--- config.mk ---
export PLATFORM = sky130hd
export DESIGN_NAME = serial_subtractor_flat
export DESIGN_NICKNAME = d
export VERILOG_FILES = /design/src/rtl/serial_subtractor_if.sv /design/src/rtl/serial_subtractor.sv /design/src/flat_wrapper.sv
export SDC_FILE = /design/constraint.sdc
export NUM_CORES = 1
export LEC_CHECK = 0
export ABC_AREA = 1
export CORE_ASPECT_RATIO = 1.25
export CORE_MARGIN = 2
export CORE_UTILIZATION = 52
export CTS_CLUSTER_SIZE = 20
export DETAILED_ROUTE_END_ITERATION = 6
export PLACE_DENSITY = 0.82
export SYNTH_ARGS = -nofsm -noshare
export SYNTH_HDL_FRONTEND = slang
export SYNTH_SLANG_ARGS = --single-unit
export TNS_END_PERCENT = 5
--- constraint.sdc ---
create_clock -name clk -period 1.6 [get_ports clk]
set_input_delay 0.16 -clock clk [delete_from_list [all_inputs] [get_ports clk]]
set_output_delay 0.16 -clock clk [all_outputs]
set_load 0.1 [all_outputs]
--- src/rtl/serial_subtractor_if.sv ---
// serial_subtractor_if: operand/result bundle for the bit-serial subtractor.
//   start, a, b, bin : request and operands, driven by the requester (master)
//   busy, done       : status, driven by the subtractor (slave)
//   d, bout          : registered difference and final borrow-out
// WIDTH must match the WIDTH of the serial_subtractor bound to this interface.
interface serial_subtractor_if #(
  parameter int WIDTH = 8
);
  logic             start;
  logic [WIDTH-1:0] a;
  logic [WIDTH-1:0] b;
  logic             bin;
  logic             busy;
  logic             done;
  logic [WIDTH-1:0] d;
  logic             bout;

  modport master (
    output start, a, b, bin,
    input  busy, done, d, bout
  );

  modport slave (
    input  start, a, b, bin,
    output busy, done, d, bout
  );
endinterface

--- src/rtl/serial_subtractor.sv ---
// serial_subtractor: bit-serial full subtractor computing d = a - b - bin,
// one bit per clock, LSB first, through a single full-subtractor cell and a
// borrow flop. An accepted start captures the operands; WIDTH cycles later
// done pulses for one cycle and d/bout hold the result until the next
// completion.
// Ports:
//   clk : rising-edge clock
//   rst : asynchronous active-high reset
//   bus : serial_subtractor_if slave modport (start/a/b/bin in,
//         busy/done/d/bout out, all outputs registered)
module serial_subtractor #(
  parameter int WIDTH = 8
) (
  input  logic                 clk,
  input  logic                 rst,
  serial_subtractor_if.slave   bus
);

  localparam int CW = (WIDTH > 1) ? $clog2(WIDTH) : 1;
  localparam logic [CW-1:0] CNT_LAST = CW'(WIDTH - 1);

  typedef enum logic [1:0] {
    IDLE = 2'd0,
    RUN  = 2'd1,
    DONE = 2'd2
  } state_t;

  // Difference bit of one full-subtractor step.
  function automatic logic fs_diff(input logic x, input logic y, input logic br);
    return x ^ y ^ br;
  endfunction

  // Borrow out of one full-subtractor step: borrow when x < y, or when the
  // bits are equal and a borrow is already pending.
  function automatic logic fs_borrow(input logic x, input logic y, input logic br);
    return (~x & y) | (~(x ^ y) & br);
  endfunction

  state_t           state_r, state_s;
  logic [WIDTH-1:0] ra_r, ra_s;
  logic [WIDTH-1:0] rb_r, rb_s;
  logic             br_r, br_s;
  logic [CW-1:0]    cnt_r, cnt_s;
  logic [WIDTH-1:0] rd_r, rd_s;
  logic [WIDTH-1:0] d_r, d_s;
  logic             bout_r, bout_s;
  logic             busy_r, busy_s;
  logic             done_r, done_s;
  logic             x_s;
  logic             bnext_s;

  // Next-state and datapath: one subtractor step per RUN cycle.
  always_comb begin
    state_s = state_r;
    ra_s    = ra_r;
    rb_s    = rb_r;
    br_s    = br_r;
    cnt_s   = cnt_r;
    rd_s    = rd_r;
    d_s     = d_r;
    bout_s  = bout_r;
    busy_s  = 1'b0;
    done_s  = 1'b0;
    x_s     = fs_diff(ra_r[0], rb_r[0], br_r);
    bnext_s = fs_borrow(ra_r[0], rb_r[0], br_r);

    case (state_r)
      IDLE: begin
        if (bus.start) begin
          ra_s    = bus.a;
          rb_s    = bus.b;
          br_s    = bus.bin;
          cnt_s   = '0;
          state_s = RUN;
          busy_s  = 1'b1;
        end else begin
          state_s = IDLE;
        end
      end
      RUN: begin
        ra_s  = {1'b0, ra_r[WIDTH-1:1]};
        rb_s  = {1'b0, rb_r[WIDTH-1:1]};
        br_s  = bnext_s;
        rd_s  = {x_s, rd_r[WIDTH-1:1]};
        cnt_s = cnt_r + CW'(1);
        if (cnt_r == CNT_LAST) begin
          // Last bit: publish the fully shifted result, not rd_r.
          d_s     = rd_s;
          bout_s  = bnext_s;
          done_s  = 1'b1;
          state_s = DONE;
        end else begin
          busy_s  = 1'b1;
          state_s = RUN;
        end
      end
      DONE: begin
        state_s = IDLE;
      end
      default: begin
        state_s = IDLE;
      end
    endcase
  end

  // FSM state register.
  always_ff @(posedge clk or posedge rst) begin
    if (rst) begin
      state_r <= IDLE;
    end else begin
      state_r <= state_s;
    end
  end

  // Datapath and registered outputs; reset discards any in-flight operation.
  always_ff @(posedge clk or posedge rst) begin
    if (rst) begin
      ra_r   <= '0;
      rb_r   <= '0;
      br_r   <= 1'b0;
      cnt_r  <= '0;
      rd_r   <= '0;
      d_r    <= '0;
      bout_r <= 1'b0;
      busy_r <= 1'b0;
      done_r <= 1'b0;
    end else begin
      ra_r   <= ra_s;
      rb_r   <= rb_s;
      br_r   <= br_s;
      cnt_r  <= cnt_s;
      rd_r   <= rd_s;
      d_r    <= d_s;
      bout_r <= bout_s;
      busy_r <= busy_s;
      done_r <= done_s;
    end
  end

  assign bus.busy = busy_r;
  assign bus.done = done_r;
  assign bus.d    = d_r;
  assign bus.bout = bout_r;

endmodule
--- src/flat_wrapper.sv ---
// flat-port wrapper written by rule: the top's interface ports become plain ports
module serial_subtractor_flat 
#(
  parameter int WIDTH = 8
)
  (clk, rst, bus_start, bus_a, bus_b, bus_bin, bus_busy, bus_done, bus_d, bus_bout);
  serial_subtractor_if #(.WIDTH(WIDTH)) bus_i ();
  input  logic clk;
  input  logic rst;
  input wire logic [$bits(bus_i.start)-1:0] bus_start;
  input wire logic [$bits(bus_i.a)-1:0] bus_a;
  input wire logic [$bits(bus_i.b)-1:0] bus_b;
  input wire logic [$bits(bus_i.bin)-1:0] bus_bin;
  output wire logic [$bits(bus_i.busy)-1:0] bus_busy;
  output wire logic [$bits(bus_i.done)-1:0] bus_done;
  output wire logic [$bits(bus_i.d)-1:0] bus_d;
  output wire logic [$bits(bus_i.bout)-1:0] bus_bout;
  assign bus_i.start = bus_start;
  assign bus_i.a = bus_a;
  assign bus_i.b = bus_b;
  assign bus_i.bin = bus_bin;
  assign bus_busy = bus_i.busy;
  assign bus_done = bus_i.done;
  assign bus_d = bus_i.d;
  assign bus_bout = bus_i.bout;
  serial_subtractor #(.WIDTH(WIDTH)) u_core (.clk(clk), .rst(rst), .bus(bus_i));
endmodule
Word level (Yosys, flattened, before mapping)

Index checks and enable logic that the tools add are counted.

Muxes and demuxes: 16
Equal/unequal tests: 3
Bitwise operators: 7
Add/sub/neg operators: 1
Reduce and logical (&&, ||, !) cells: 4

Operators with widths:

| cell                                          | number |
|---|---|
| case mux 8 bit (2 select lines)               | 2 |
| 2-to-1 mux 8 bit                              | 2 |
| 2-to-1 mux 1 bit                              | 6 |
| case mux 3 bit (2 select lines)               | 1 |
| case mux 1 bit (2 select lines)               | 2 |
| case mux 2 bit (2 select lines)               | 1 |
| AND reduction 2 bit                           | 2 |
| adder 3 x 1 -> 3 bit, second input constant   | 1 |
| == test 3 bit, second input constant          | 1 |
| 2-to-1 mux 3 bit                              | 1 |
| AND 1 bit                                     | 2 |
| == test 2 x 1 -> 1 bit, second input constant | 1 |
| logical NOT 2 bit                             | 1 |
| 2-to-1 mux 2 bit                              | 1 |
| inequality test 2 bit, second input constant  | 1 |
| NOT 1 bit                                     | 2 |
| nonzero test 2 bit                            | 1 |
| XOR 1 bit                                     | 2 |
| OR 1 bit                                      | 1 |

Bits in registers: 41
Input port bits: 20
Logic and storage cells: 41

Depth between registers and ports, before layout

Word-level depth: 5
Depth in mapped cells: 7
Gate-level depth less buffers: 6

Worst setup path after synthesis

OpenSTA, ideal clock, no wires.

Path type: register to register
From: register u_core.state_r[0]
To: register u_core.d_r[6] (netlist: u_core.bus.d[6])
Library setup time: 0.122 ns
Buffers on the path: 2
Setup slack: -0.198 ns
Arrival time: 1.676 ns
Stages on the path, launching flop included: 8
Cells stage by stage: dfrtp_1 buf_6 inv_4 nor2_4 nand2_4 buf_6 nand2_1 o21ai_2

Word-level cells in the longest chain between the ends: 2

RTL lines:

| what                          | line                     | text |
|---|---|---|
| start: declaration            | serial_subtractor.sv:39  | `state_t state_r, state_s;` |
| start signal: assignment      | serial_subtractor.sv:111 | `state_r <= state_s;` |
| == test 2 x 1 -> 1 bit        | serial_subtractor.sv:67  | `case (state_r)` |
| AND reduction 2 bit (no line) | n/a                      |  |
| end signal: assignment        | serial_subtractor.sv:133 | `d_r <= d_s;` |
| end: declaration              | serial_subtractor.sv:45  | `logic [WIDTH-1:0] d_r, d_s;` |

Every way passes these cells.
A chain may end at the register's enable or synchronous reset.

Final worst setup path

From: register u_core.cnt_r[0]
To: register u_core.d_r[0] (netlist: u_core.bus.d[0])

Word-level cells in the longest chain between the ends: 2

RTL lines:

| what                          | line                     | text |
|---|---|---|
| start: declaration            | serial_subtractor.sv:43  | `logic [CW-1:0] cnt_r, cnt_s;` |
| start signal: assignment      | serial_subtractor.sv:131 | `cnt_r <= cnt_s;` |
| == test 3 bit                 | serial_subtractor.sv:86  | `if (cnt_r == CNT_LAST) begin` |
| AND reduction 2 bit (no line) | n/a                      |  |

Every way passes these cells.

==> results.py <==
metrics = {
    "status": {
        "status": "complete, no violations",
    },
    "route": {
        "drc_errors": 0,
        "wl_per_cell_um": 12.7,
        "routed-via-count": 1410,
        "drt_iter0_drc": 47,
        "finalWirelength_mm": 3.55,
        "viasPerCell": 5.05,
        "first_pass_iters": 4,
        "antenna_left": 0,
    },
    "placement": {
        "post-place-ws_ps": 270,
        "place.detailed.hpwl_mm": 2.36,
        "gp_congestion": 0.761,
        "dp_cells": 271,
        "numPortBuffers": 30,
    },
    "global_routing": {
        "antenna_found_initial": 0,
        "first_global_vias": 1451,
        "grt_first_pass_wirelength_mm": 6.35,
        "globalRouteTotalUtil_pct": 21.9,
        "gr-total-overflow": 0,
        "grt_max_degree": 39,
    },
    "pwr": {
        "total_power_w": 0.00513,
        "max-vdd-ir-drop_mv": 1.83,
        "power_density_nw_per_um2": 2240,
        "p_leak_nw": 1.20,
    },
    "sta": {
        "rsz0062_at_grt": "false",
        "finalHoldViolations": 0,
        "layout_min_cycle_time_ps": 1360,
        "hold_slack_ps": 209,
        "fin_crit_sh_pct": 85.2,
        "slew_viol_final": 0,
        "relSlewSlack_pct": 82.6,
        "setup_viol": 0,
        "max_freq_mhz": 733,
        "fin_skew_ps": 5.50,
        "setup_slack_ps": 236,
        "worst_pin_slew_ps": 259,
    },
    "setup_path": {
        "reg2reg_depth": 6,
        "worstPathRequired_ps": 1790,
        "crit_slowest_cell": "dfrtp_1",
        "slowest_delay_ps": 410,
        "critPathKind": "reg -> reg",
        "path_max_fanout": 18,
        "arrival_ps": 1550,
        "crit_chain": "ha_1 -> ha_1 -> nand2_4 -> inv_1 -> nand2_1 -> nand2_1",
        "start_kind": "register",
        "end_kind": "register",
    },
    "die": {
        "initial_core_util_pct": 54.5,
        "die_y_um": 69.0,
        "die-area_sq_um": 3860,
        "pin_count": 31,
        "core-area_sq_um": 3220,
        "num_rows": 23,
        "die_w_um": 56.0,
    },
    "logic_synthesis": {
        "syn_avg_cell_area_sq_um": 8.48,
        "yosysUniqueCellTypes": 16,
        "synth_area_leader_cell": "dfrtp_1",
        "synth_top_area_share_pct": 54.2,
        "synth-seq-area-share_pct": 54.2,
        "yosysWarnings": 0,
        "synth_area_sq_um": 1760,
        "synthesis.nets": 230,
        "ys_ff_latch": 38,
        "netlist_top_cells_area": "dfrtp_1 54%, nand2_1 21%, nand3_1 4.6%",
        "syn_inst": 207,
    },
    "finish": {
        "synthToLayoutAreaGrowth_pct": 30.7,
        "drive_gt1_share_pct": 16.5,
        "instances_no_fill": 279,
        "layout_commonest_cell": "nand2_1",
        "nFillCells": 240,
        "layout_common_cells": "100 x nand2_1, 37 x dfrtp_1, 19 x clkdlybuf4s50_1",
        "nets": 264,
        "diodes": 0,
    },
    "clock_network": {
        "cts_tree": "done",
        "cts_resized": 0,
        "hold_buffers": 0,
        "cts_sinks": 38,
        "cts_buffers": 5,
        "post-cts-setup-buffers": 0,
        "clk_pin_slew_ps": 70,
        "cts-root-buf": "clkbuf_8",
        "clock_path_buffers": 2,
        "cts-htree-levels": 2,
        "clock_latency_ps": 290,
    },
    "flow_run": {
        "max_cap_violations": 0,
    },
    "min_path": {
        "hold_path.class": "in -> async",
    },
}
## worst paths after layout
path / from / endpoint / slack (ps)
worst max-delay path: u_core.cnt_r[0]$_DFFE_PP0P_ / u_core.bus.d[0]$_DFFE_PP0P_ / 240
worst min-delay path: rst / u_core.ra_r[2]$_DFFE_PP0P_ / 210
worst max register to register: u_core.cnt_r[0]$_DFFE_PP0P_ / u_core.bus.d[0]$_DFFE_PP0P_ / 240
worst min register to register: u_core.rd_r[1]$_DFFE_PP0P_ / u_core.bus.d[0]$_DFFE_PP0P_ / 470
max in group asynchronous: rst / u_core.state_r[0]$_DFF_PP0_ / 1180
min in group clk: bus_a[7] / u_core.ra_r[7]$_DFFE_PP0P_ / 440
## per-stage QoR
step	area (sq um)	setup TNS (ps)	util (%)
after floorplan	1760	-2840	-
after CTS	2290	0	71.2
after global routing	2290	0	71.2
after detailed placement	2200	0	68.4
after global placement	2200	0	68.4
final	2290	0	71.2
## flip-flops by register name, indices dropped and copies added, names as in the netlist
name / count
u_core.bus.d: 8
u_core.ra_r: 8
u_core.rb_r: 8
u_core.rd_r: 7
u_core.cnt_r: 3
u_core.br_r: 1
u_core.bus.bout: 1
u_core.bus.done: 1
u_core.state_r: 1
## power breakdown
part	total, W	internal (W)	switching [W]
Sequential	0.00171	0.00138	0.000332
Combinational	0.00274	0.000980	0.00176
Clock	0.000675	0.000347	0.000328
## area by class of cell
cell class	instances	area [sq um]	share of cell area (%)
tap	37	46.3	2.02
clock buffer	7	86.3	3.76
clock inverter	1	5.00	0.218
inverter	17	66.3	2.89
timing repair buffer	37	475	20.7
multi-input combinational	142	663	28.9
sequential	38	952	41.5
## worst max-delay path, delay by kind of cell, from the launching register on
family | cells | cell delay (ps)
adder cells (fa/ha/maj) | 2 | 430
flip-flops | 1 | 410
buffers and inverters | 1 | 90
AND/OR/NAND/NOR | 3 | 320
## metal layers
metal	global-route usage, %	up-vias	routed length, um
met4	11.6	0	73
li1	-	706	-
met5	0	-	0
met2	36.3	38	1760
met3	6.90	9	221
met1	25.8	657	1490
## synthesized netlist by cell type
cell / number
buf_2: 5
buf_6: 4
clkbuf_2: 1
dfrtp_1: 38
fa_1: 1
ha_1: 2
inv_1: 14
inv_2: 2
inv_4: 1
nand2_1: 100
nand2_4: 1
nand3_1: 16
nand4_1: 1
nor2_4: 1
o21ai_0: 11
o21ai_2: 9
## cells by family after synthesis
family	Yosys count	synth area share, %
AO/OA/AOI/OAI	20	7.63
buffers and inverters	27	8.05
flip-flops	38	54.2
adder cells (fa/ha/maj)	3	2.57
AND/OR/NAND/NOR	119	27.6
(Power assumes the default switching activity.)
